[config.mk]
export PLATFORM = sky130hd
export DESIGN_NAME = inv_mix_columns_seq_flat
export DESIGN_NICKNAME = d
export VERILOG_FILES = /design/src/rtl/inv_mix_columns_seq_if.sv /design/src/rtl/inv_mix_columns_seq.sv /design/src/flat_wrapper.sv
export SDC_FILE = /design/constraint.sdc
export NUM_CORES = 1
export LEC_CHECK = 0
export ABC_AREA = 0
export BUFFER_PORTS_ARGS = -buffer_cell sky130_fd_sc_hd__buf_2
export CELL_PAD_IN_SITES_DETAIL_PLACEMENT = 0
export CELL_PAD_IN_SITES_GLOBAL_PLACEMENT = 1
export CORE_ASPECT_RATIO = 0.6
export CORE_UTILIZATION = 43
export CTS_CLUSTER_DIAMETER = 80
export CTS_CLUSTER_SIZE = 8
export DETAILED_ROUTE_END_ITERATION = 12
export MAX_ROUTING_LAYER = met4
export PLACE_DENSITY = 0.95
export SKIP_CTS_REPAIR_TIMING = 1
export SYNTH_ARGS = -nofsm -noshare
export SYNTH_HDL_FRONTEND = slang
export SYNTH_SLANG_ARGS = --single-unit
[constraint.sdc]
create_clock -name clk -period 6.9 [get_ports clk]
set_input_delay 0.345 -clock clk [delete_from_list [all_inputs] [get_ports clk]]
set_output_delay 0.345 -clock clk [all_outputs]
set_load 0.03 [all_outputs]
[src/rtl/inv_mix_columns_seq_if.sv]
// Handshake bundle for the iterative InvMixColumns unit: input state, output state and busy flag.
interface inv_mix_columns_seq_if;
    logic         in_valid;
    logic         in_ready;
    logic [127:0] in_data;
    logic         out_valid;
    logic         out_ready;
    logic [127:0] out_data;
    logic         busy;

    modport master (
        output in_valid, in_data, out_ready,
        input  in_ready, out_valid, out_data, busy
    );

    modport slave (
        input  in_valid, in_data, out_ready,
        output in_ready, out_valid, out_data, busy
    );
endinterface

[src/rtl/inv_mix_columns_seq.sv]
// Iterative AES InvMixColumns: COLS_PER_CYCLE columns per clock, updated in place in one state register.
//
//   state   | meaning
//   IDLE    | in_ready=1, waiting for a state to accept
//   COMPUTE | transforming columns col_idx..col_idx+CPC-1 each clock
//   DONE    | out_valid=1, holding the result until out_ready
module inv_mix_columns_seq #(
    parameter int COLS_PER_CYCLE = 1
) (
    input  logic                  clk,
    input  logic                  rst,
    inv_mix_columns_seq_if.slave  bus
);

    localparam logic [1:0] STEP     = 2'(COLS_PER_CYCLE);
    localparam logic [1:0] LAST_IDX = 2'(4 - COLS_PER_CYCLE);

    typedef enum logic [1:0] {IDLE, COMPUTE, DONE} state_t;

    state_t       state_q;
    logic [1:0]   col_idx_q;
    logic [127:0] data_q;
    logic [127:0] data_d;
    logic         out_valid_q;
    logic         in_ready_q;
    logic         busy_q;

    function automatic logic [7:0] xtime(input logic [7:0] x);
        return {x[6:0], 1'b0} ^ (x[7] ? 8'h1B : 8'h00);
    endfunction

    function automatic logic [31:0] inv_col(input logic [31:0] col);
        logic [7:0] a [4];
        logic [7:0] x2 [4];
        logic [7:0] x4 [4];
        logic [7:0] x8 [4];
        logic [7:0] m9 [4];
        logic [7:0] mb [4];
        logic [7:0] md [4];
        logic [7:0] me [4];
        for (int r = 0; r < 4; r++) begin
            a[r]  = col[31-8*r -: 8];
            x2[r] = xtime(a[r]);
            x4[r] = xtime(x2[r]);
            x8[r] = xtime(x4[r]);
            m9[r] = x8[r] ^ a[r];
            mb[r] = x8[r] ^ x2[r] ^ a[r];
            md[r] = x8[r] ^ x4[r] ^ a[r];
            me[r] = x8[r] ^ x4[r] ^ x2[r];
        end
        return {me[0] ^ mb[1] ^ md[2] ^ m9[3],
                m9[0] ^ me[1] ^ mb[2] ^ md[3],
                md[0] ^ m9[1] ^ me[2] ^ mb[3],
                mb[0] ^ md[1] ^ m9[2] ^ me[3]};
    endfunction

    // col_idx is always a multiple of CPC, so col_idx+j never passes column 3.
    always_comb begin
        int c;
        c      = 0;
        data_d = data_q;
        for (int j = 0; j < COLS_PER_CYCLE; j++) begin
            c = int'(col_idx_q) + j;
            data_d[127-32*c -: 32] = inv_col(data_q[127-32*c -: 32]);
        end
    end

    always_ff @(posedge clk or posedge rst) begin
        if (rst) begin
            state_q     <= IDLE;
            col_idx_q   <= 2'd0;
            data_q      <= '0;
            out_valid_q <= 1'b0;
            in_ready_q  <= 1'b1;
            busy_q      <= 1'b0;
        end else begin
            case (state_q)
                IDLE: begin
                    if (bus.in_valid && in_ready_q) begin
                        data_q     <= bus.in_data;
                        col_idx_q  <= 2'd0;
                        in_ready_q <= 1'b0;
                        busy_q     <= 1'b1;
                        state_q    <= COMPUTE;
                    end
                end
                COMPUTE: begin
                    data_q    <= data_d;
                    col_idx_q <= col_idx_q + STEP;
                    if (col_idx_q == LAST_IDX) begin
                        out_valid_q <= 1'b1;
                        state_q     <= DONE;
                    end
                end
                DONE: begin
                    if (bus.out_ready) begin
                        out_valid_q <= 1'b0;
                        in_ready_q  <= 1'b1;
                        busy_q      <= 1'b0;
                        state_q     <= IDLE;
                    end
                end
                default: state_q <= IDLE;
            endcase
        end
    end

    assign bus.in_ready  = in_ready_q;
    assign bus.out_valid = out_valid_q;
    assign bus.out_data  = data_q;
    assign bus.busy      = busy_q;

endmodule

[src/flat_wrapper.sv]
// flat-port wrapper written by rule: the top's interface ports become plain ports
module inv_mix_columns_seq_flat 
#(
    parameter int COLS_PER_CYCLE = 1
)
  (clk, rst, bus_in_valid, bus_in_data, bus_out_ready, bus_in_ready, bus_out_valid, bus_out_data, bus_busy);
  inv_mix_columns_seq_if bus_i ();
  input  logic clk;
  input  logic rst;
  input wire logic [$bits(bus_i.in_valid)-1:0] bus_in_valid;
  input wire logic [$bits(bus_i.in_data)-1:0] bus_in_data;
  input wire logic [$bits(bus_i.out_ready)-1:0] bus_out_ready;
  output wire logic [$bits(bus_i.in_ready)-1:0] bus_in_ready;
  output wire logic [$bits(bus_i.out_valid)-1:0] bus_out_valid;
  output wire logic [$bits(bus_i.out_data)-1:0] bus_out_data;
  output wire logic [$bits(bus_i.busy)-1:0] bus_busy;
  assign bus_i.in_valid = bus_in_valid;
  assign bus_i.in_data = bus_in_data;
  assign bus_i.out_ready = bus_out_ready;
  assign bus_in_ready = bus_i.in_ready;
  assign bus_out_valid = bus_i.out_valid;
  assign bus_out_data = bus_i.out_data;
  assign bus_busy = bus_i.busy;
  inv_mix_columns_seq #(.COLS_PER_CYCLE(COLS_PER_CYCLE)) u_core (.clk(clk), .rst(rst), .bus(bus_i));
endmodule
**Word-level counts from Yosys, hierarchy flattened**

Cells that the tools add are included.
W data, S select, Z words.

- Bitwise gates (word level): 48
- Muxes and demuxes: 29
- $add $sub $neg: 3
- Reduce and logical (&&, ||, !) cells: 9
- Shifts and indexed selects: 3
- Eq/ne operators: 6

Operators by type and width:

| cell | number |
|---|---|
| $xor A8 B8 Y8 | 48 |
| $pmux W128 S2 | 1 |
| $shift A32 B33 Y159 const A | 1 |
| $shiftx A159 B32 Y32 | 1 |
| $shiftx A32 B33 Y159 | 1 |
| $bwmux W128 | 1 |
| $mux W128 | 1 |
| $mux W5 | 12 |
| $neg A32 Y33 | 1 |
| $reduce_and A3 Y1 | 3 |
| $mux W2 | 4 |
| $sub A7 B7 Y8 const A | 1 |
| $pmux W1 S2 | 3 |
| $pmux W2 S3 | 1 |
| $reduce_bool A2 Y1 | 3 |
| $mux W1 | 5 |
| $eq A2 B2 Y1 const B | 2 |
| $ne A2 B1 Y1 const B | 2 |
| $pmux W2 S2 | 1 |
| $add A2 B1 Y2 const B | 1 |
| $eq A2 B1 Y1 const B | 1 |
| $logic_not A2 Y1 | 1 |
| $ne A2 B2 Y1 const B | 1 |
| $reduce_and A2 Y1 | 1 |
| $logic_and A1 B1 Y1 | 1 |

- Logic and storage cells: 104
- Output and inout port bits: 131
- Register bits after elaboration: 135
- Input bits: 132

**Depth between registers and ports, before layout**

Gate-level depths: netlist (run 1).

- Depth after elaboration: 16
- Gate-level depth with buffers: 10
- Mapped depth without buffers: 7

**Worst setup path before layout (run 1)**

No wires, ideal clock.

- Path kind: reg-to-reg
- Start: register u_core.col_idx_q[1]
- End: register u_core.data_q[105], in the netlist u_core.bus.out_data[105]
- Stages on the path, launching flop included: 10
- Path buffers: 2
- Clock period less this slack: 3.004 ns
- Arrival time: 2.877 ns
- Slack: 3.896 ns
- Cells stage by stage: dfrtp_1 buf_6 buf_8 mux4_2 xor2_1 xor3_2 xnor2_1 xnor2_1 a221oi_1 nor2_1

- Cells in the longest elaborated chain, start to end: 14
- Elaborated cells between the ends (all ways): 67
- Those cells by class: 2 x add/sub; 3 x shift; 14 x mux; 48 x bitwise

Ends and longest elaborated chain:

| element | line | source |
|---|---|---|
| start, declared | inv_mix_columns_seq.sv:21 | `logic [1:0] col_idx_q;` |
| start signal, assigned | inv_mix_columns_seq.sv:89 | `col_idx_q <= col_idx_q + STEP;` |
| $sub A7 B7 Y8 (*) | inv_mix_columns_seq.sv:64 | `data_d[127-32*c -: 32] = inv_col(data_q[127-32*c -: 32]);` |
| $shiftx A159 B32 Y32 | inv_mix_columns_seq.sv:64 |  |
| $xor A8 B8 Y8 / $mux W5 (equally long branches) (2 in a row) | inv_mix_columns_seq.sv:29 | `return {x[6:0], 1'b0} ^ (x[7] ? 8'h1B : 8'h00);` |
| $mux W5 / $xor A8 B8 Y8 (equally long branches) | inv_mix_columns_seq.sv:29 |  |
| $xor A8 B8 Y8 | inv_mix_columns_seq.sv:29 |  |
| $xor A8 B8 Y8, on equally long branches (2 in a row) | inv_mix_columns_seq.sv:47, inv_mix_columns_seq.sv:48, inv_mix_columns_seq.sv:49 |  |
| $xor A8 B8 Y8, on equally long branches (3 in a row) | -- |  |
| $shiftx A32 B33 Y159 | inv_mix_columns_seq.sv:64 |  |
| $bwmux W128 (*) | inv_mix_columns_seq.sv:64 |  |
| $pmux W128 S2 (*) | inv_mix_columns_seq.sv:77 | `case (state_q)` |
| end signal, assigned | inv_mix_columns_seq.sv:80 | `data_q <= bus.in_data;` |
| end signal, assigned | inv_mix_columns_seq.sv:88 | `data_q <= data_d;` |
| end, declared | inv_mix_columns_seq.sv:22 | `logic [127:0] data_q;` |

Mark *: on every way between the ends. The rest lies on a longest branch, timed or not.
A chain may end at the register's enable or synchronous reset.

**Final worst setup path (run 1)**

- Start: register u_core.col_idx_q[1]
- End: register u_core.data_q[62], in the netlist u_core.bus.out_data[62]

The elaborated chain is that of the path after synthesis.

==> impl_metrics.py, run 1 <==
metrics = {
    "outcome": {
        "status": "finished, violations left",
        "violations": "negative hold slack",
    },
    "finish": {
        "syn_to_final_growth_pct": 23.2,
        "diodes": 0,
        "layout-drive-gt1-share_pct": 33.4,
        "nets": 1227,
    },
    "sta": {
        "layout_min_cycle_time_ps": 4080,
        "skew_ps": 8.15,
        "tightest_slew_ps": 1270,
        "setup_viol": 0,
        "hold_violations": 3,
        "finalCritPeriodShare_pct": 59.2,
        "fin_tns_setup_ps": 0,
        "max_freq_mhz": 245,
        "whs_ps": -9.91,
        "rsz0062_at_grt": "false",
        "slew-limit-headroom_pct": 15.3,
        "drv_slew": 0,
    },
    "die": {
        "core-area_mm2": 0.0202,
        "initial_core_util_pct": 44.3,
        "num_io_pins": 263,
        "dieArea_mm2": 0.0214,
        "die_h_um": 114,
        "rows": 40,
        "fp.dieW_um": 188,
    },
    "worst_setup_path": {
        "start_kind": "flop",
        "crit_path_max_fanout": 22,
        "crit_start": "u_core.col_idx_q[1]$_DFFE_PP0P_",
        "worst-r2r-cell-count": 8,
        "r2r-start": "u_core.col_idx_q[1]$_DFFE_PP0P_",
        "end_kind": "flop",
        "critPathKind": "flop to flop",
        "rrSetupSlack_ps": 2820,
        "arrival_ps": 4440,
        "crit_end": "u_core.bus.out_data[62]$_DFFE_PP0P_",
        "r2r_end": "u_core.bus.out_data[62]$_DFFE_PP0P_",
        "required_ps": 7250,
    },
    "synth": {
        "yosysTopAreaCellShare_pct": 37.4,
        "synth_seq_cells": 135,
        "syn_area_per_cell_um2": 10.4,
        "synth_top_area_cell": "dfrtp_1",
        "yosysUniqueCellTypes": 37,
        "syn_area_mm2": 0.00895,
        "synth_edf_count": 0,
        "ys_top_cells_by_area": "dfrtp_1 (37%), xnor2_1 (12%), nor2_1 (8.7%), a221oi_1 (7.8%), mux4_2 (7.3%)",
        "yosys_warnings": 0,
        "synth_fp_nets": 1000,
        "synthCells": 864,
        "async_flop_share_pct": 100,
        "ys.flop_type": "dfrtp_1",
        "seq_area_frac_synth_pct": 37.7,
    },
    "global_route": {
        "antenna_found_initial": 0,
        "grt_pass1_wl_um": 49500,
        "grt_max_degree": 71,
        "grt_usage_pct": 32.3,
        "first_global_vias": 8048,
        "grt_overflow": 0,
    },
    "clock_tree": {
        "clkLatencyLatePin_ps": 430,
        "clk_pin_slew_ps": 60,
        "cts_buffers": 17,
        "h-tree-depth": 4,
        "root_buffer": "clkbuf_16",
        "clkSinkCount": 135,
        "tritoncts": "built",
        "clk_path_buf_depth": 2,
    },
    "drt": {
        "vias_per_cell": 5.98,
        "routed_wl_um": 32800,
        "antenna_left": 0,
        "first_pass_iters": 6,
        "drtIter0Drc": 820,
        "via_count": 8230,
        "avgRoutedWirePerCell_um": 23.8,
        "drcViolationCount": 0,
    },
    "place": {
        "hpwl_um": 23900,
        "port_buffers": 262,
        "gp_congestion": 1.00,
    },
    "worst_hold_path": {
        "hp-class": "primary input to async pin",
    },
    "run": {
        "cap_viol_max_count": 0,
    },
}
## cell usage after synthesis, types with 9 or more instances
library cell / number
a21oi_1: 44
a221oi_1: 80
clkbuf_1: 52
dfrtp_1: 134
mux4_2: 29
nand2_1: 13
nor2_1: 208
o21ai_0: 11
o22ai_1: 36
xnor2_1: 122
xnor2_2: 9
xnor3_1: 14
xor2_1: 38
## layout by cell type (no fill, tap or decap), drive strengths merged
master	n
bufinv	2
nand4	2
and4	1
a21o	4
and3	2
nor3	2
o21ai	11
dfrtp	134
o22ai	36
dfstp	1
a21oi	44
inv	6
nand2b	2
xnor3	17
clkinv	4
xor2	42
ha	4
nand2	13
a2bb2oi	8
nor2	208
a221oi	84
clkinvlp	2
nand3	2
clkbuf	24
o31ai	2
xnor2	135
buf	278
xor3	2
mux4	32
## per-stage QoR
stage	setup slack [ps]	std cells	instance area, um^2	utilization [%]	hold WS (ps)
final	2820	1377	11000	54.5	-9.91
after global routing	2650	1377	11000	54.5	40.5
after CTS	2840	1377	11000	54.5	17.2
after detailed placement	2850	1345	10500	51.8	481
after global placement	2960	1345	10500	51.8	478
after floorplan	2950	864	8950	-	431
## routing by layer
| metal | wire length [um] | GRT usage (%) |
|---|---|---|
| met3 | 4260 | 10.0 |
| met4 | 403 | 6.56 |
| met1 | 14500 | 46.6 |
| met2 | 13600 | 44.3 |
| met5 | 0 | - |
## cell type report
class                      count  area (um^2)
clock inverter                 8         98.8
tap                          273          342
inverter                       6         27.5
clock buffer                  24          462
timing repair buffer         278         1430
fill                        1844         9190
sequential                   135         3380
multi-input combinational    653         5290
## sequential cells by signal, indices dropped and copies added (netlist names)
register and cells:
u_core.bus.in_ready 1, u_core.bus.out_data 128, u_core.col_idx_q 2, u_core.state_q 2, u_core.bus.out_valid 1, u_core.bus.busy 1
## worst max-delay path, cell delays in order, from the launching register on
cell and delay (ps):
dfrtp_2 780, buf_4 450, mux4_1 840, xnor2_2 340, xnor3_1 490, xnor3_1 400
xor2_1 390, a221oi_1 140, nor2_1 160
## worst min path at each step
stage                        from                                   end  slack, ps
floorplan           bus_out_ready         u_core.state_q[1]$_DFFE_PP0P_        430
global placement              rst           u_core.bus.busy$_DFFE_PP0P_        480
detailed placement            rst  u_core.bus.out_data[106]$_DFFE_PP0P_        480
CTS                           rst   u_core.bus.out_data[55]$_DFFE_PP0P_         20
global route                  rst           u_core.bus.busy$_DFFE_PP0P_         40
finish                        rst  u_core.bus.out_data[106]$_DFFE_PP0P_        -10
## cells by family after synthesis
kind of cell,count (synthesis),share of synthesized area (%)
and+or+nand+nor,232,10.0
xor gates and xnor gates,196,24.2
AOI/OAI and AO/OA,189,15.4
DFF,135,37.7
buffers and inverters,76,3.93
muxes,32,8.17
adders and majority gates,4,0.559
Power of run 1 is left out: the tool's default activity adds up to more than one toggle a clock period on the data nets, which glitch-free logic cannot reach.
==> inputs of run 2 (changes only) <==
CORE_UTILIZATION = 36   (was 43)
PLACE_DENSITY = 0.87   (was 0.95)
clock period = 3.7 ns   (was 6.9 ns; I/O delays follow)
==> run 2 against run 1 <==
The flow still finishes with violations (negative hold slack); critical path type unchanged; hold slack improved by 7.9 ps; first-iteration DRC count fell by 7.3%; clock skew rose by 7.5 ps; count of clock-buffer cells in the layout fell by 3; register-to-register slack got worse by 2600 ps; sequential share of layout area fell by 1.2 points; non-clock buffer count rose by 40; die area rose by 19%; largest cell class unchanged; global-route usage fell by 2.8 points; critical path depth did not move; final area rose by 4.1%.
==> impl_metrics.py, run 2 (synthesis gave the netlist of run 1 again) <==
metrics = {
    "worst_setup_path": {
        "crit_family": "XOR/XNOR gates",
        "critPathKind": "flop to flop",
        "worst-r2r-cell-count": 8,
        "r2r_end": "u_core.bus.out_data[81]$_DFFE_PP0P_",
        "rrSetupSlack_ps": 240,
        "r2r-start": "u_core.col_idx_q[1]$_DFFE_PP0P_",
        "max_stage_delay_ps": 670,
        "required_ps": 4030,
        "crit_path_max_fanout": 21,
        "end_kind": "flop",
        "path_cells": "buf_12 > mux4_2 > xnor2_4 > xnor3_1 > xnor2_1 > xor2_1 > a221oi_1 > nor2_1",
        "start_kind": "flop",
        "cpMaxStageDelayCell": "mux4_2",
        "arrival_ps": 3790,
        "path_buf_inv": 1,
    },
    "die": {
        "initial_core_util_pct": 36.9,
        "num_io_pins": 263,
        "fp.dieW_um": 206,
        "die_h_um": 124,
        "dieArea_mm2": 0.0255,
        "core-area_mm2": 0.0243,
        "rows": 44,
    },
    "sta": {
        "drv_slew": 0,
        "whs_ps": -2.06,
        "hold_violations": 1,
        "setup_viol": 0,
        "layout_min_cycle_time_ps": 3460,
        "fin_tns_setup_ps": 0,
        "finalCritPeriodShare_pct": 93.6,
        "max_freq_mhz": 289,
        "slew-limit-headroom_pct": 28.4,
        "tightest_slew_ps": 1070,
        "rsz0062_at_grt": "false",
        "skew_ps": 15.6,
        "worst_slack_ps": 235,
    },
    "finish": {
        "finalNonFillerCells": 1466,
        "largest_reg_flops": 128,
        "nets": 1267,
        "fillers": 2300,
        "layout-drive-gt1-share_pct": 35.8,
        "diodes": 0,
        "layout_common_cells": "buf_2 (262), nor2_1 (208), dfrtp_1 (132), xnor2_1 (122), a221oi_1 (80)",
        "final_common_cell": "buf_2",
        "postLayoutCoreUtil_pct": 47.3,
        "syn_to_final_growth_pct": 28.3,
    },
    "worst_hold_path": {
        "min_from": "bus_in_data[88]",
        "hold_depth": 3,
        "min_to": "u_core.bus.out_data[88]$_DFFE_PP0P_",
        "hp-class": "primary input to flop",
    },
    "global_route": {
        "grt_max_degree": 73,
        "grt_overflow": 0,
        "first_global_vias": 8179,
        "antenna_found_initial": 0,
        "grt_pass1_wl_um": 52500,
        "grt_usage_pct": 29.4,
    },
    "outcome": {
        "violations": "negative hold slack",
        "status": "finished, violations left",
    },
    "clock_tree": {
        "clkLatencyLatePin_ps": 450,
        "root_buffer": "clkbuf_16",
        "clkSinkCount": 135,
        "cts_buffers": 17,
        "clk_path_buf_depth": 2,
        "tritoncts": "built",
        "h-tree-depth": 4,
        "clk_pin_slew_ps": 60,
    },
    "place": {
        "pre_cts_ws_ps": 223,
        "gp_congestion": 1.01,
        "port_buffers": 262,
        "placedCellCount": 1430,
        "hpwl_um": 26500,
    },
    "drt": {
        "routed_wl_um": 35500,
        "drtIter0Drc": 760,
        "avgRoutedWirePerCell_um": 24.2,
        "first_pass_iters": 5,
        "antenna_left": 0,
        "vias_per_cell": 5.72,
        "via_count": 8379,
        "drcViolationCount": 0,
    },
    "run": {
        "cap_viol_max_count": 0,
    },
}
run 2: layout make-up:
type | count | area [um^2] | area share [%]
Tap cell | 322 | 403 | 3.51
Clock inverter | 11 | 124 | 1.08
Clock buffer | 21 | 460 | 4.01
Timing Repair Buffer | 318 | 1800 | 15.7
Inverter | 6 | 26.3 | 0.229
Multi-Input combinational cell | 653 | 5290 | 46.0
Sequential cell | 135 | 3380 | 29.4
run 2: worst max path at each step:
stage	from	endpoint	slack [ps]	depth (start not counted)
2_1_floorplan	u_core.col_idx_q[1]$_DFFE_PP0P_	u_core.bus.out_data[105]$_DFFE_PP0P_	700	9
3_3_place_gp	u_core.col_idx_q[1]$_DFFE_PP0P_	u_core.bus.out_data[81]$_DFFE_PP0P_	260	8
3_5_place_dp	u_core.col_idx_q[1]$_DFFE_PP0P_	u_core.bus.out_data[81]$_DFFE_PP0P_	220	8
4_1_cts	u_core.col_idx_q[1]$_DFFE_PP0P_	u_core.bus.out_data[81]$_DFFE_PP0P_	220	8
5_1_grt	u_core.col_idx_q[1]$_DFFE_PP0P_	u_core.bus.out_data[81]$_DFFE_PP0P_	70	8
6_report	u_core.col_idx_q[1]$_DFFE_PP0P_	u_core.bus.out_data[81]$_DFFE_PP0P_	240	8
run 2: per-layer routing:
| layer | part of all wire [%] | wire (um) | track usage [%] |
|---|---|---|---|
| met4 | 1.2 | 424 | 6.90 |
| met2 | 42 | 14800 | 40.2 |
| met5 | 0 | 0 | - |
| met3 | 11 | 3920 | 8.50 |
| met1 | 46 | 16400 | 42.4 |
run 2: worst register-to-register path, cell delays in order (launching register included):
cell and delay [ps]:
dfrtp_2 610, buf_12 250, mux4_2 670, xnor2_4 320, xnor3_1 540, xnor2_1 340, xor2_1 200, a221oi_1 320
nor2_1 90
run 2: through the flow:
| step | cell area [um^2] | hold slack [ps] |
|---|---|---|
| after global routing | 11500 | 1.81 |
| after CTS | 11400 | -309 |
| after detailed placement | 10900 | 168 |
| final | 11500 | -2.06 |
| after floorplan | 8960 | 271 |
| after global placement | 10900 | 166 |
Power of run 2 is left out for the same reason.
==> inputs of run 3 (changes only) <==
CORE_UTILIZATION = 40   (was 36)
PLACE_DENSITY = 0.91   (was 0.87)
clock period = 3.5 ns   (was 3.7 ns; I/O delays follow)
==> run 3 against run 2 <==
First-iteration DRC count grew 11%; critical path depth unchanged; final cell count fell by 2.5%; the flow still finishes with violations (negative hold slack).
==> impl_metrics.py, run 3 (synthesis gave the netlist of run 1 again) <==
metrics = {
    "outcome": {
        "status": "finished, violations left",
        "violations": "negative hold slack",
    },
    "place": {
        "gp_congestion": 1.07,
        "placed_cell_area_mm2": 0.0109,
        "pre_cts_ws_ps": 172,
        "port_buffers": 262,
        "hpwl_um": 25500,
    },
    "clock_tree": {
        "tritoncts": "built",
        "clk_path_buf_depth": 2,
        "cts_buffers": 17,
        "clkSinkCount": 135,
        "h-tree-depth": 4,
        "clkLatencyLatePin_ps": 430,
        "clk_pin_slew_ps": 60,
        "root_buffer": "clkbuf_16",
    },
    "global_route": {
        "grt_max_degree": 79,
        "grt_overflow": 0,
        "grt_usage_pct": 31.2,
        "antenna_found_initial": 1,
        "first_global_vias": 8225,
        "grt_pass1_wl_um": 52200,
    },
    "sta": {
        "rsz0062_at_grt": "false",
        "max_freq_mhz": 308,
        "layout_min_cycle_time_ps": 3250,
        "setup_viol": 0,
        "tightest_slew_ps": 789,
        "hold_violations": 4,
        "finalCritPeriodShare_pct": 92.9,
        "skew_ps": 9.25,
        "fin_tns_setup_ps": 0,
        "slew-limit-headroom_pct": 47.4,
        "worst_slack_ps": 249,
        "drv_slew": 0,
        "whs_ps": -2.10,
    },
    "worst_setup_path": {
        "crit_path_max_fanout": 17,
        "cpMaxStageDelayCell": "dfrtp_4",
        "crit_top_cell": "xnor2_1",
        "required_ps": 3860,
        "max_stage_delay_ps": 640,
        "end_kind": "flop",
        "path_buf_inv": 1,
        "crit_family": "XOR/XNOR gates",
        "path_cells": "buf_12 > mux4_2 > xor2_1 > xor3_2 > xnor2_1 > xnor2_1 > a221oi_1 > nor2_1",
        "critPathKind": "flop to flop",
        "start_kind": "flop",
        "arrival_ps": 3610,
    },
    "drt": {
        "via_count": 8479,
        "drcViolationCount": 0,
        "routed_wl_um": 34400,
        "avgRoutedWirePerCell_um": 24.1,
        "antenna_left": 0,
        "vias_per_cell": 5.93,
        "drtIter0Drc": 844,
        "first_pass_iters": 5,
    },
    "die": {
        "rows": 41,
        "fp.dieW_um": 195,
        "num_io_pins": 263,
        "core-area_mm2": 0.0215,
        "die_h_um": 118,
        "initial_core_util_pct": 41.7,
        "dieArea_mm2": 0.0230,
    },
    "finish": {
        "multi_input_area_mm2": 0.00529,
        "fillers": 1942,
        "final-seq-area_mm2": 0.00338,
        "layout-drive-gt1-share_pct": 36.0,
        "largest_reg_flops": 128,
        "nets": 1272,
        "layout_common_cells": "buf_2 (262), nor2_1 (208), dfrtp_1 (132), xnor2_1 (122), a221oi_1 (80)",
        "final_common_cell": "buf_2",
        "syn_to_final_growth_pct": 28.1,
        "finalInstanceArea_mm2": 0.0115,
    },
    "worst_hold_path": {
        "hp-class": "primary input to flop",
    },
    "run": {
        "cap_viol_max_count": 0,
    },
}
## run 3: final timing paths
check	start	to	slack (ps)	depth (start not counted)
setup / recovery	u_core.col_idx_q[0]$_DFFE_PP0P_	u_core.bus.out_data[73]$_DFFE_PP0P_	250	8
hold / removal	bus_in_data[57]	u_core.bus.out_data[57]$_DFFE_PP0P_	-2	3
setup reg to reg	u_core.col_idx_q[0]$_DFFE_PP0P_	u_core.bus.out_data[73]$_DFFE_PP0P_	250	8
hold reg to reg	u_core.bus.out_data[15]$_DFFE_PP0P_	u_core.bus.out_data[15]$_DFFE_PP0P_	520	2
max in group asynchronous	rst	u_core.bus.out_data[69]$_DFFE_PP0P_	2310	4
min in group asynchronous	rst	u_core.bus.out_data[32]$_DFFE_PP0P_	330	3
## run 3: metrics by stage
| stage | std cells | utilization (%) | hold slack (ps) |
|---|---|---|---|
| after floorplan | 864 | - | 261 |
| after global placement | 1394 | 50.5 | 236 |
| after detailed placement | 1394 | 50.5 | 241 |
| after CTS | 1426 | 53.3 | -221 |
| after global routing | 1429 | 53.4 | 4.59 |
| final | 1429 | 53.4 | -2.10 |
## run 3: layout make-up
class	count	area share, %
clock inverters	7	0.807
diodes	1	0.0218
multi-input cells	653	46.1
flip-flops and latches	135	29.5
clock buffers	25	4.32
well taps	279	3.04
inverters	6	0.229
repair buffers	323	16.0
## run 3: tightest hold or removal path, delay by kind of cell
family / cells / cell delay, ps
AOI/OAI and AO/OA: 1 / 60
buffers and inverters: 1 / 70
and+or+nand+nor: 1 / 80
## run 3: metal layers
layer,share of wire (%),wire [um],track usage [%]
met1,46,15800,46.0
met2,43,14600,43.0
met3,10,3550,7.56
met4,1.2,405,6.69
met5,0,0,-
Power of run 3 is left out for the same reason.
